$ cat config.mk
export PLATFORM = sky130hd
export DESIGN_NAME = conv_1_post_process_flat
export DESIGN_NICKNAME = d
export VERILOG_FILES = /design/src/rtl/conv_1_post_process_if.sv /design/src/rtl/conv_1_post_process.sv /design/src/flat_wrapper.sv
export SDC_FILE = /design/constraint.sdc
export NUM_CORES = 1
export LEC_CHECK = 0
export ABC_CLOCK_PERIOD_IN_PS = 5100
export BUFFER_PORTS_ARGS = -buffer_cell sky130_fd_sc_hd__buf_2
export CORE_MARGIN = 1.5
export CORE_UTILIZATION = 53
export DETAILED_ROUTE_END_ITERATION = 10
export PLACE_DENSITY_LB_ADDON = 0.12
export SYNTH_ARGS = -nofsm -noshare
export SYNTH_HDL_FRONTEND = slang
export SYNTH_SLANG_ARGS = --single-unit
$ cat constraint.sdc
create_clock -name clk -period 5.1 [get_ports clk]
set_input_delay 0.51 -clock clk [delete_from_list [all_inputs] [get_ports clk]]
set_output_delay 0.51 -clock clk [all_outputs]
set_load 0.02 [all_outputs]
$ cat src/rtl/conv_1_post_process_if.sv
// BRAM-side bus bundle for conv_1_post_process: conv-output read port,
// bias read port and next-layer write port, all sharing one clock.
interface conv_1_post_process_if #(
    parameter int AXI_HP_BIT = 64,
    parameter int ADDR_WIDTH = 14
);
    logic                  rd_en;
    logic [ADDR_WIDTH-1:0] rd_addr;
    logic [AXI_HP_BIT-1:0] rd_data;

    logic                  bias_rd_en;
    logic [ADDR_WIDTH-1:0] bias_rd_addr;
    logic [AXI_HP_BIT-1:0] bias_rd_data;

    logic                  wr_en;
    logic [ADDR_WIDTH-1:0] wr_addr;
    logic [AXI_HP_BIT-1:0] wr_data;

    modport master (
        output rd_en, rd_addr,
        input  rd_data,
        output bias_rd_en, bias_rd_addr,
        input  bias_rd_data,
        output wr_en, wr_addr, wr_data
    );

    modport slave (
        input  rd_en, rd_addr,
        output rd_data,
        input  bias_rd_en, bias_rd_addr,
        output bias_rd_data,
        input  wr_en, wr_addr, wr_data
    );
endinterface

$ cat src/rtl/conv_1_post_process.sv
// Walks the packed conv-output BRAM channel by channel, applying bias, arithmetic
// shift, optional ReLU and saturation per 16-bit lane, and writes the next-layer BRAM.
module conv_1_post_process #(
    parameter int AXI_HP_BIT = 64,
    parameter int ADDR_WIDTH = 14,
    parameter int DATA_WIDTH = 16
) (
    input  logic        clk,
    input  logic        reset,
    input  logic        sudo_reset,
    input  logic        post_en,
    output logic        post_done,
    input  logic [9:0]  in_row,
    input  logic [9:0]  in_column,
    input  logic [11:0] output_channel,
    input  logic [3:0]  shift,
    input  logic        relu_en,
    conv_1_post_process_if.master bram
);
    localparam int LANES = AXI_HP_BIT / DATA_WIDTH;

    typedef enum logic [2:0] {
        S_IDLE,
        S_BIAS_RD,
        S_BIAS_CAP,
        S_STREAM,
        S_DRAIN,
        S_DONE
    } state_t;

    state_t                  state_reg, state_next;
    logic [11:0]             ch_reg, ch_next;
    logic [ADDR_WIDTH-1:0]   base_reg, base_next;
    logic [ADDR_WIDTH-1:0]   idx_reg, idx_next;
    logic                    drain_reg, drain_next;
    logic [ADDR_WIDTH-1:0]   w_reg, w_next;
    logic [11:0]             oc_reg, oc_next;
    logic [3:0]              shift_reg, shift_next;
    logic                    relu_reg, relu_next;
    logic [DATA_WIDTH-1:0]   bias_reg, bias_next;

    logic                    rd_en_reg, rd_en_next;
    logic [ADDR_WIDTH-1:0]   rd_addr_reg, rd_addr_next;
    logic                    bias_rd_en_reg, bias_rd_en_next;
    logic [ADDR_WIDTH-1:0]   bias_rd_addr_reg, bias_rd_addr_next;
    logic                    post_done_reg, post_done_next;

    // Compute pipeline: pend_* tracks the read whose data is on rd_data this cycle.
    logic                    pend_valid_reg;
    logic [ADDR_WIDTH-1:0]   pend_addr_reg;
    logic                    wr_en_reg;
    logic [ADDR_WIDTH-1:0]   wr_addr_reg;
    logic [AXI_HP_BIT-1:0]   wr_data_reg, wr_data_next;

    logic [ADDR_WIDTH-1:0]   words_per_ch;
    logic [DATA_WIDTH-1:0]   rd_lane   [LANES];
    logic [DATA_WIDTH-1:0]   bias_lane [LANES];

    assign words_per_ch = ADDR_WIDTH'(({10'd0, in_row} * {10'd0, in_column}) >> 2);

    generate
        for (genvar gi = 0; gi < LANES; gi++) begin : g_lane
            logic signed [DATA_WIDTH:0] sum_s;
            logic signed [DATA_WIDTH:0] shr_s;
            logic [DATA_WIDTH-1:0]      res;

            assign rd_lane[gi]   = bram.rd_data[gi*DATA_WIDTH +: DATA_WIDTH];
            assign bias_lane[gi] = bram.bias_rd_data[gi*DATA_WIDTH +: DATA_WIDTH];

            // One extra bit keeps the bias add exact; overflow shows up as bit mismatch after shift.
            assign sum_s = $signed({rd_lane[gi][DATA_WIDTH-1], rd_lane[gi]})
                         + $signed({bias_reg[DATA_WIDTH-1], bias_reg});
            assign shr_s = sum_s >>> shift_reg;

            always_comb begin
                res = shr_s[DATA_WIDTH-1:0];
                if (relu_reg && shr_s[DATA_WIDTH]) begin
                    res = '0;
                end else if (shr_s[DATA_WIDTH] != shr_s[DATA_WIDTH-1]) begin
                    res = shr_s[DATA_WIDTH] ? {1'b1, {(DATA_WIDTH-1){1'b0}}}
                                            : {1'b0, {(DATA_WIDTH-1){1'b1}}};
                end
            end

            assign wr_data_next[gi*DATA_WIDTH +: DATA_WIDTH] = res;
        end
    endgenerate

    always_comb begin
        state_next = state_reg;
        ch_next    = ch_reg;
        base_next  = base_reg;
        idx_next   = idx_reg;
        drain_next = drain_reg;
        w_next     = w_reg;
        oc_next    = oc_reg;
        shift_next = shift_reg;
        relu_next  = relu_reg;
        bias_next  = bias_reg;

        case (state_reg)
            S_IDLE: begin
                if (post_en) begin
                    state_next = S_BIAS_RD;
                    ch_next    = '0;
                    base_next  = '0;
                    idx_next   = '0;
                    drain_next = 1'b0;
                    w_next     = words_per_ch;
                    oc_next    = output_channel;
                    shift_next = shift;
                    relu_next  = relu_en;
                end
            end
            S_BIAS_RD: begin
                state_next = S_BIAS_CAP;
            end
            S_BIAS_CAP: begin
                bias_next  = bias_lane[ch_reg[1:0]];
                idx_next   = '0;
                state_next = S_STREAM;
            end
            S_STREAM: begin
                if (idx_reg == w_reg - 1'b1) begin
                    state_next = S_DRAIN;
                    drain_next = 1'b0;
                end else begin
                    idx_next = idx_reg + 1'b1;
                end
            end
            S_DRAIN: begin
                // Two drain cycles let the last word of this channel clear the compute
                // stage before the next channel's bias is captured.
                if (drain_reg) begin
                    if (ch_reg != oc_reg - 12'd1) begin
                        state_next = S_BIAS_RD;
                        ch_next    = ch_reg + 12'd1;
                        base_next  = base_reg + w_reg;
                    end else begin
                        state_next = S_DONE;
                    end
                end else begin
                    drain_next = 1'b1;
                end
            end
            S_DONE: begin
                state_next = S_IDLE;
            end
            default: begin
                state_next = S_IDLE;
            end
        endcase

        rd_en_next        = (state_next == S_STREAM);
        rd_addr_next      = rd_en_next ? (base_next + idx_next) : '0;
        bias_rd_en_next   = (state_next == S_BIAS_RD);
        bias_rd_addr_next = bias_rd_en_next ? ADDR_WIDTH'(ch_next >> 2) : '0;
        post_done_next    = (state_next == S_DONE);
    end

    always_ff @(posedge clk or negedge reset) begin
        if (!reset) begin
            state_reg        <= S_IDLE;
            ch_reg           <= '0;
            base_reg         <= '0;
            idx_reg          <= '0;
            drain_reg        <= 1'b0;
            w_reg            <= '0;
            oc_reg           <= '0;
            shift_reg        <= '0;
            relu_reg         <= 1'b0;
            bias_reg         <= '0;
            rd_en_reg        <= 1'b0;
            rd_addr_reg      <= '0;
            bias_rd_en_reg   <= 1'b0;
            bias_rd_addr_reg <= '0;
            post_done_reg    <= 1'b0;
            pend_valid_reg   <= 1'b0;
            pend_addr_reg    <= '0;
            wr_en_reg        <= 1'b0;
            wr_addr_reg      <= '0;
            wr_data_reg      <= '0;
        end else if (sudo_reset) begin
            state_reg        <= S_IDLE;
            ch_reg           <= '0;
            base_reg         <= '0;
            idx_reg          <= '0;
            drain_reg        <= 1'b0;
            w_reg            <= '0;
            oc_reg           <= '0;
            shift_reg        <= '0;
            relu_reg         <= 1'b0;
            bias_reg         <= '0;
            rd_en_reg        <= 1'b0;
            rd_addr_reg      <= '0;
            bias_rd_en_reg   <= 1'b0;
            bias_rd_addr_reg <= '0;
            post_done_reg    <= 1'b0;
            pend_valid_reg   <= 1'b0;
            pend_addr_reg    <= '0;
            wr_en_reg        <= 1'b0;
            wr_addr_reg      <= '0;
            wr_data_reg      <= '0;
        end else begin
            state_reg        <= state_next;
            ch_reg           <= ch_next;
            base_reg         <= base_next;
            idx_reg          <= idx_next;
            drain_reg        <= drain_next;
            w_reg            <= w_next;
            oc_reg           <= oc_next;
            shift_reg        <= shift_next;
            relu_reg         <= relu_next;
            bias_reg         <= bias_next;
            rd_en_reg        <= rd_en_next;
            rd_addr_reg      <= rd_addr_next;
            bias_rd_en_reg   <= bias_rd_en_next;
            bias_rd_addr_reg <= bias_rd_addr_next;
            post_done_reg    <= post_done_next;
            pend_valid_reg   <= rd_en_reg;
            pend_addr_reg    <= rd_addr_reg;
            wr_en_reg        <= pend_valid_reg;
            wr_addr_reg      <= pend_valid_reg ? pend_addr_reg : '0;
            wr_data_reg      <= pend_valid_reg ? wr_data_next : '0;
        end
    end

    assign post_done         = post_done_reg;
    assign bram.rd_en        = rd_en_reg;
    assign bram.rd_addr      = rd_addr_reg;
    assign bram.bias_rd_en   = bias_rd_en_reg;
    assign bram.bias_rd_addr = bias_rd_addr_reg;
    assign bram.wr_en        = wr_en_reg;
    assign bram.wr_addr      = wr_addr_reg;
    assign bram.wr_data      = wr_data_reg;
endmodule

$ cat src/flat_wrapper.sv
// flat-port wrapper written by rule: the top's interface ports become plain ports
module conv_1_post_process_flat 
#(
    parameter int AXI_HP_BIT = 64,
    parameter int ADDR_WIDTH = 14,
    parameter int DATA_WIDTH = 16
)
  (clk, reset, sudo_reset, post_en, post_done, in_row, in_column, output_channel, shift, relu_en, bram_rd_en, bram_rd_addr, bram_rd_data, bram_bias_rd_en, bram_bias_rd_addr, bram_bias_rd_data, bram_wr_en, bram_wr_addr, bram_wr_data);
  conv_1_post_process_if #(.AXI_HP_BIT(AXI_HP_BIT), .ADDR_WIDTH(ADDR_WIDTH)) bram_i ();
  input  logic clk;
  input  logic reset;
  input  logic sudo_reset;
  input  logic post_en;
  output logic post_done;
  input  logic [9:0] in_row;
  input  logic [9:0] in_column;
  input  logic [11:0] output_channel;
  input  logic [3:0] shift;
  input  logic relu_en;
  output wire logic [$bits(bram_i.rd_en)-1:0] bram_rd_en;
  output wire logic [$bits(bram_i.rd_addr)-1:0] bram_rd_addr;
  input wire logic [$bits(bram_i.rd_data)-1:0] bram_rd_data;
  output wire logic [$bits(bram_i.bias_rd_en)-1:0] bram_bias_rd_en;
  output wire logic [$bits(bram_i.bias_rd_addr)-1:0] bram_bias_rd_addr;
  input wire logic [$bits(bram_i.bias_rd_data)-1:0] bram_bias_rd_data;
  output wire logic [$bits(bram_i.wr_en)-1:0] bram_wr_en;
  output wire logic [$bits(bram_i.wr_addr)-1:0] bram_wr_addr;
  output wire logic [$bits(bram_i.wr_data)-1:0] bram_wr_data;
  assign bram_rd_en = bram_i.rd_en;
  assign bram_rd_addr = bram_i.rd_addr;
  assign bram_i.rd_data = bram_rd_data;
  assign bram_bias_rd_en = bram_i.bias_rd_en;
  assign bram_bias_rd_addr = bram_i.bias_rd_addr;
  assign bram_i.bias_rd_data = bram_bias_rd_data;
  assign bram_wr_en = bram_i.wr_en;
  assign bram_wr_addr = bram_i.wr_addr;
  assign bram_wr_data = bram_i.wr_data;
  conv_1_post_process #(.AXI_HP_BIT(AXI_HP_BIT), .ADDR_WIDTH(ADDR_WIDTH), .DATA_WIDTH(DATA_WIDTH)) u_core (.clk(clk), .reset(reset), .sudo_reset(sudo_reset), .post_en(post_en), .post_done(post_done), .in_row(in_row), .in_column(in_column), .output_channel(output_channel), .shift(shift), .relu_en(relu_en), .bram(bram_i));
endmodule
; ---- Word-level counts from Yosys, hierarchy flattened
; Index checks and enable logic that the tools add are counted.
[op_classes]
n_addsub = 10
multipliers = 1
order_cmp = 1
n_eq_ne = 17
shifts = 4
n_mux = 67
n_bitwise = 1
reduce_logical = 13
[ops]
columns = operator, n
row1 = 16-bit 2-to-1 mux, 16
row2 = 14-bit 2-to-1 mux, 16
row3 = 64-bit 2-to-1 mux, 2
row4 = 12-bit 2-to-1 mux, 7
row5 = 16-bit by 16-bit adder with 17-bit output, 4
row6 = 17-bit by 4-bit >>> shifter with 17-bit output, 4
row7 = 14-bit one-hot mux with 3 select lines, 1
row8 = 16-bit binary-select mux with 2-bit select, 1
row9 = 14-bit adder, 2
row10 = 14-bit one-hot mux with 2 select lines, 1
row11 = 12-bit one-hot mux with 2 select lines, 1
row12 = 10-bit by 10-bit multiplier with 16-bit output, 1
row13 = 3-bit 2-to-1 mux, 5
row14 = 3-bit one-hot mux with 5 select lines, 1
row15 = 14-bit by 1-bit adder with 14-bit output (second input constant), 1
row16 = 14-bit == test, 1
row17 = 14-bit by 1-bit subtractor with 14-bit output (second input constant), 1
row18 = 12-bit by 1-bit adder with 12-bit output (second input constant), 1
row19 = 4-bit 2-to-1 mux, 3
row20 = 12-bit inequality test, 1
row21 = 12-bit by 1-bit subtractor with 12-bit output (second input constant), 1
row22 = 1-bit 2-to-1 mux, 11
row23 = 10-bit 2-to-1 mux, 1
row24 = 3-bit by 2-bit == test with 1-bit output (second input constant), 3
row25 = 16 further kinds, 28
[word_totals]
reg_bits = 216
in_bits = 169
output_inout_bits = 110
word_cells = 135

; ---- Logic depth before layout (Yosys ltp)
[depth]
ltp_word = 8
mapped_depth = 25
depth_no_buf = 23

; ---- Worst setup path after synthesis
; No wires, ideal clock.
[synth_path]
path_kind = reg-to-reg
from = register u_core.w_reg[4]
to = register u_core.rd_addr_reg[13] (netlist: u_core.bram.rd_addr[13])
setup_time_ns = 0.072
arrival_ns = 5.162
t_required_ns = 5.028
setup_slack_ns = -0.133
stages_incl_launch_ff = 22
n_path_buf = 2
synth_period_minus_slack_ns = 5.233
path_cell_list = dfrtp_1 buf_6 or4_4 buf_6 or4_4 a2111oi_2 o211ai_1 a2111oi_4 nor2_1 a22oi_1 inv_1 ha_1 a211oi_1 nor2_1 nor4_1 o31ai_1 o21ai_0 nand2b_1 a21oi_1 o21ai_0 xor3_1 nor2_1
[synth_via]
elab_chain_len = 7
word_cells_on_any_way = 14
classes_between = add/sub: 3 / eq/ne: 2 / mux: 9
[synth_rtl]
columns = element, line
row1 = "start, declared", conv_1_post_process.sv:36  ; logic [ADDR_WIDTH-1:0] w_reg, w_next;
row2 = "start signal, assigned", conv_1_post_process.sv:210  ; w_reg <= w_next;
row3 = 14-bit by 1-bit subtractor with 14-bit output or 14-bit adder (tied branches), "conv_1_post_process.sv:124, conv_1_post_process.sv:138"
row4 = 14-bit == test or 14-bit 2-to-1 mux (tied branches), "conv_1_post_process.sv:124, conv_1_post_process.sv:135"
row5 = 14-bit 2-to-1 mux (tied with other cells), conv_1_post_process.sv:124  ; if (idx_reg == w_reg - 1'b1) begin
row6 = 14-bit one-hot mux with 3 select lines (tied with other cells), conv_1_post_process.sv:101  ; case (state_reg)
row7 = 14-bit adder or 3-bit by 2-bit == test with 1-bit output (tied branches), "conv_1_post_process.sv:155, conv_1_post_process.sv:154"
row8 = 14-bit 2-to-1 mux *, conv_1_post_process.sv:155  ; rd_addr_next = rd_en_next ? (base_next + idx_next) : '0;
row9 = 14-bit 2-to-1 mux *, conv_1_post_process.sv:183  ; end else if (sudo_reset) begin
row10 = "end signal, assigned", conv_1_post_process.sv:216  ; rd_addr_reg <= rd_addr_next;
row11 = "end, declared", conv_1_post_process.sv:43  ; logic [ADDR_WIDTH-1:0] rd_addr_reg, rd_addr_next;
; Every way passes the cells marked *; elsewhere a longest branch is shown, timed or not.
; A chain may end at the register's enable or synchronous reset.

; ---- Worst setup path after layout
[layout_path]
from = register u_core.w_reg[7]
to = register u_core.rd_addr_reg[13] (netlist: u_core.bram.rd_addr[13])
; The elaborated chain is that of the path after synthesis.

==> report_table.html <==
<table>
<tr><th>Metric</th><th>Value</th></tr>
<tr><th colspan="2">Logic synthesis</th></tr>
<tr><td>Sequential element share of the synthesized area</td><td>28.8%</td></tr>
<tr><td>Yosys top cell by area</td><td>sky130_fd_sc_hd__dfrtp_1</td></tr>
<tr><td>Synthesized cell area</td><td>18,400 um^2</td></tr>
<tr><td>Async SR Flop Fraction</td><td>100%</td></tr>
<tr><td>Unique cell type count in the Yosys netlist</td><td>88</td></tr>
<tr><td>Yosys warns</td><td>0</td></tr>
<tr><td>Number of synthesized flops with an enable pin</td><td>0</td></tr>
<tr><td>Share of the synthesized area in the top cell type</td><td>28.8%</td></tr>
<tr><td>Synthesized area divided by synthesized cell count</td><td>8.95 um^2</td></tr>
<tr><td>Cell types occupying the most area after synthesis</td><td>sky130_fd_sc_hd__dfrtp_1, sky130_fd_sc_hd__ha_1, sky130_fd_sc_hd__fa_1</td></tr>
<tr><td>Dominant register cell in the synthesized netlist</td><td>sky130_fd_sc_hd__dfrtp_1</td></tr>
<tr><td>FF+latch count, synth</td><td>212</td></tr>
<tr><td>Cell count after synthesis</td><td>2,058</td></tr>
<tr><th colspan="2">Drt</th></tr>
<tr><td>Top routing layer in use</td><td>met4</td></tr>
<tr><td>Via count of the routed design</td><td>16.7k</td></tr>
<tr><td>Met2 wirelength from detailed routing</td><td>29,100 um</td></tr>
<tr><td>DRC marker count from the first detailed-route iteration</td><td>844</td></tr>
<tr><td>Antenna Violating Nets Remaining</td><td>0</td></tr>
<tr><td>Detailed Route WL</td><td>57,100 um</td></tr>
<tr><td>Metal-1 WL</td><td>22,500 um</td></tr>
<tr><td>Average wire length per cell after detail routing</td><td>20.4 um</td></tr>
<tr><td>1st-pass router iterations</td><td>5</td></tr>
<tr><td>Routed vias/inst</td><td>5.96</td></tr>
<tr><td>Remaining routing DRC violations</td><td>0</td></tr>
<tr><td>Met3 Wirelength</td><td>2640 um</td></tr>
<tr><th colspan="2">Layout</th></tr>
<tr><td>Non-filler instance count after layout</td><td>2,805</td></tr>
<tr><td>Max reg flops</td><td>64</td></tr>
<tr><td>Final cell area excluding filler cells</td><td>21,500 um^2</td></tr>
<tr><td>Leading cell type in the layout, fill and taps excluded</td><td>sky130_fd_sc_hd__buf_2</td></tr>
<tr><td>Fraction of final layout cells with drive strength greater than 1</td><td>21.0%</td></tr>
<tr><td>Commonest non-fill, non-tap cells in the layout</td><td>sky130_fd_sc_hd__buf_2, sky130_fd_sc_hd__dfrtp_1, sky130_fd_sc_hd__nand2_1, sky130_fd_sc_hd__a21oi_1, sky130_fd_sc_hd__nor2_1</td></tr>
<tr><td>Area added between synthesis and finish</td><td>17.0%</td></tr>
<tr><td>Final nets</td><td>2,692</td></tr>
<tr><th colspan="2">Critical path</th></tr>
<tr><td>Maximum fanout encountered on the critical timing path</td><td>5</td></tr>
<tr><td>Data required time of the worst path</td><td>5540 ps</td></tr>
<tr><td>Endpoint kind of the worst setup timing path</td><td>register</td></tr>
<tr><td>Worst Path Arrival</td><td>5320 ps</td></tr>
<tr><td>Type of the setup path with the least slack</td><td>reg2reg</td></tr>
<tr><td>Category of the worst setup path launch point</td><td>register</td></tr>
<tr><th colspan="2">Global route</th></tr>
<tr><td>Overall overflow remaining after global route</td><td>0</td></tr>
<tr><td>First-pass GRT wire length</td><td>90,500 um</td></tr>
<tr><td>Number of global-route vias before repair</td><td>17.2k</td></tr>
<tr><td>Largest net degree at the start of global routing</td><td>118</td></tr>
<tr><td>All-layer global routing usage</td><td>32.0%</td></tr>
<tr><td>Number of antenna violations at the first check in global routing</td><td>4</td></tr>
<tr><th colspan="2">STA</th></tr>
<tr><td>Final hold vios</td><td>2</td></tr>
<tr><td>Highest clock rate</td><td>0.205 GHz</td></tr>
<tr><td>Remaining max-slew budget at the tightest pin</td><td>22.4%</td></tr>
<tr><td>Period utilisation layout</td><td>95.7%</td></tr>
<tr><td>Min cycle time layout</td><td>4880 ps</td></tr>
<tr><td>Final setup skew</td><td>13.2 ps</td></tr>
<tr><td>Worst hold slack across all endpoints</td><td>-16.4 ps</td></tr>
<tr><td>Final-layout setup total negative slack</td><td>0 ps</td></tr>
<tr><td>Setup violators final</td><td>0</td></tr>
<tr><td>Slew Viols, Final</td><td>0</td></tr>
<tr><td>RSZ-0062 raised after global routing</td><td>yes</td></tr>
<tr><td>Slew @ Worst Pin</td><td>1160 ps</td></tr>
<tr><th colspan="2">Clock tree</th></tr>
<tr><td>Clock tree from TritonCTS</td><td>yes</td></tr>
<tr><td>Root Driver</td><td>sky130_fd_sc_hd__clkbuf_16</td></tr>
<tr><td>Clock latency on the worst-skew pair</td><td>530 ps</td></tr>
<tr><td># clock sinks</td><td>212</td></tr>
<tr><td>Buffers from clock root to sink, at most</td><td>3</td></tr>
<tr><td>Number of clock buffers inserted by TritonCTS</td><td>24</td></tr>
<tr><td># H-tree levels</td><td>1</td></tr>
<tr><td>Clock transition time at the flip-flop clock pins of the worst setup and hold paths</td><td>70 ps</td></tr>
<tr><td>Number of buffers inserted by hold repair at cts</td><td>0</td></tr>
<tr><th colspan="2">Power and ir drop</th></tr>
<tr><td>Peak supply drop</td><td>0.502 mV</td></tr>
<tr><td>Static power due to leakage</td><td>10.8 nW</td></tr>
<tr><td>Power density over cell area</td><td>303 nW/um^2</td></tr>
<tr><th colspan="2">Floorplan</th></tr>
<tr><td>Placeable core region</td><td>34,400 um^2</td></tr>
<tr><td>Vert. Die Dim</td><td>189 um</td></tr>
<tr><td>Initial core utilization</td><td>53.6%</td></tr>
<tr><td>Num ports</td><td>279</td></tr>
<tr><td>Overall die area</td><td>35,900 um^2</td></tr>
<tr><td>Die X-Extent</td><td>189 um</td></tr>
<tr><td>Placement row count</td><td>68</td></tr>
<tr><th colspan="2">Place</th></tr>
<tr><td>Count of buffers from port buffering</td><td>274</td></tr>
<tr><td>HPWL after detailed placement</td><td>44,100 um</td></tr>
<tr><td>Placement Cell Area</td><td>20,500 um^2</td></tr>
<tr><td>Inst Count DP</td><td>2,752</td></tr>
<tr><td>Final weighted congestion in routability-driven placement</td><td>0.930</td></tr>
<tr><th colspan="2">Run</th></tr>
<tr><td># Max-Cap Violations</td><td>0</td></tr>
<tr><th colspan="2">Status</th></tr>
<tr><td>Failing checks</td><td>negative hold slack</td></tr>
<tr><td>Run status</td><td>finished with violations</td></tr>
<tr><th colspan="2">Worst hold path</th></tr>
<tr><td>Min-delay worst type</td><td>in2async</td></tr>
</table>
## cell type report
cell class	count	area [um^2]
fillers	2941	12800
diodes	4	10.0
repair buffers	356	2020
clock buffers	31	668
flip-flops and latches	212	5310
inverters	107	402
well taps	455	569
clock inverters	12	149
multi-input cells	1628	12400
## Yosys cell counts (all sizes together), types with 25 or more instances
cell	number
dfrtp	212
nand2	194
a21oi	157
nor2	139
ha	131
inv	106
o21ai	98
clkbuf	89
xnor2	75
and2	69
fa	63
mux2i	61
nor2b	61
xor2	54
nor3	49
a21o	44
nand3	40
a211oi	37
a221oi	29
buf	25
mux4	25
## what timing repair did
| action | CTS | global route |
|---|---|---|
| resized for setup | 6 | 31 |
| setup buffers | 0 | 6 |
| endpoints found under the setup margin | 3 | 6 |
| pin swaps | 0 | 18 |
## metal layers
metal,vias to the layer above,track usage (%)
met5,-,0
met3,142,2.87
met4,0,14.5
met2,564,58.0
li1,7897,-
met1,8111,38.3
## worst max-delay path, stage by stage (launching register included)
cell	delay, ps
sky130_fd_sc_hd__dfrtp_1	380
sky130_fd_sc_hd__or4_4	540
sky130_fd_sc_hd__or4_4	550
sky130_fd_sc_hd__a2111oi_4	290
sky130_fd_sc_hd__o211ai_1	190
sky130_fd_sc_hd__a2111oi_4	410
sky130_fd_sc_hd__buf_4	200
sky130_fd_sc_hd__nand2b_4	120
sky130_fd_sc_hd__nor3_2	50
sky130_fd_sc_hd__o21bai_1	140
sky130_fd_sc_hd__a22o_1	180
sky130_fd_sc_hd__ha_1	260
sky130_fd_sc_hd__or2_2	290
sky130_fd_sc_hd__a21oi_2	160
sky130_fd_sc_hd__o31ai_1	100
sky130_fd_sc_hd__o21ai_1	170
sky130_fd_sc_hd__nand2b_1	90
sky130_fd_sc_hd__a21oi_2	150
sky130_fd_sc_hd__o21ai_1	100
sky130_fd_sc_hd__xor3_1	340
sky130_fd_sc_hd__nor2_1	80
## through the flow
step / utilization [%] / power (mW) / setup slack (ps)
after floorplan: - / 3.84 / 17.4
after global placement: 59.7 / 4.66 / 27.0
after detailed placement: 59.7 / 4.70 / -118
after CTS: 62.2 / 6.51 / 10.3
after global routing: 62.7 / 6.94 / -44.9
final: 62.7 / 6.53 / 219
## path summary, 6_finish.rpt
kind	startpoint	to	slack, ps	cells past startpoint
max in group asynchronous	reset	u_core.pend_addr_reg[0]	3940	2
hold / removal	reset	u_core.bias_reg[7]	-20	1
hold reg to reg	u_core.pend_addr_reg[12]	u_core.bram.wr_addr[12]	440	1
setup / recovery	u_core.w_reg[7]	u_core.bram.rd_addr[13]	220	20
min in group clk	output_channel[5]	u_core.oc_reg[5]	250	3
setup reg to reg	u_core.w_reg[7]	u_core.bram.rd_addr[13]	220	20
## report_power, final
part           total, mW  internal, mW  switching (mW)
registers           1.81          1.74          0.0671
logic               2.93          1.23            1.70
clock network       1.80          1.08           0.716
total               6.53          4.05            2.48
## cells by family (layout without fill, tap and decap cells)
group | after synthesis | in the layout | synth area share [%]
AO/OA/AOI/OAI | 550 | 550 | 19.8
XOR/XNOR | 130 | 130 | 6.31
adder cells (fa/ha/maj) | 194 | 194 | 15.7
buffers and inverters | 221 | 506 | 4.72
flip-flops | 212 | 212 | 28.8
multiplexers | 99 | 99 | 7.17
other | 1 | 8 | 0.0204
AND/OR/NAND/NOR | 651 | 651 | 17.5
(Power assumes the default switching activity.)
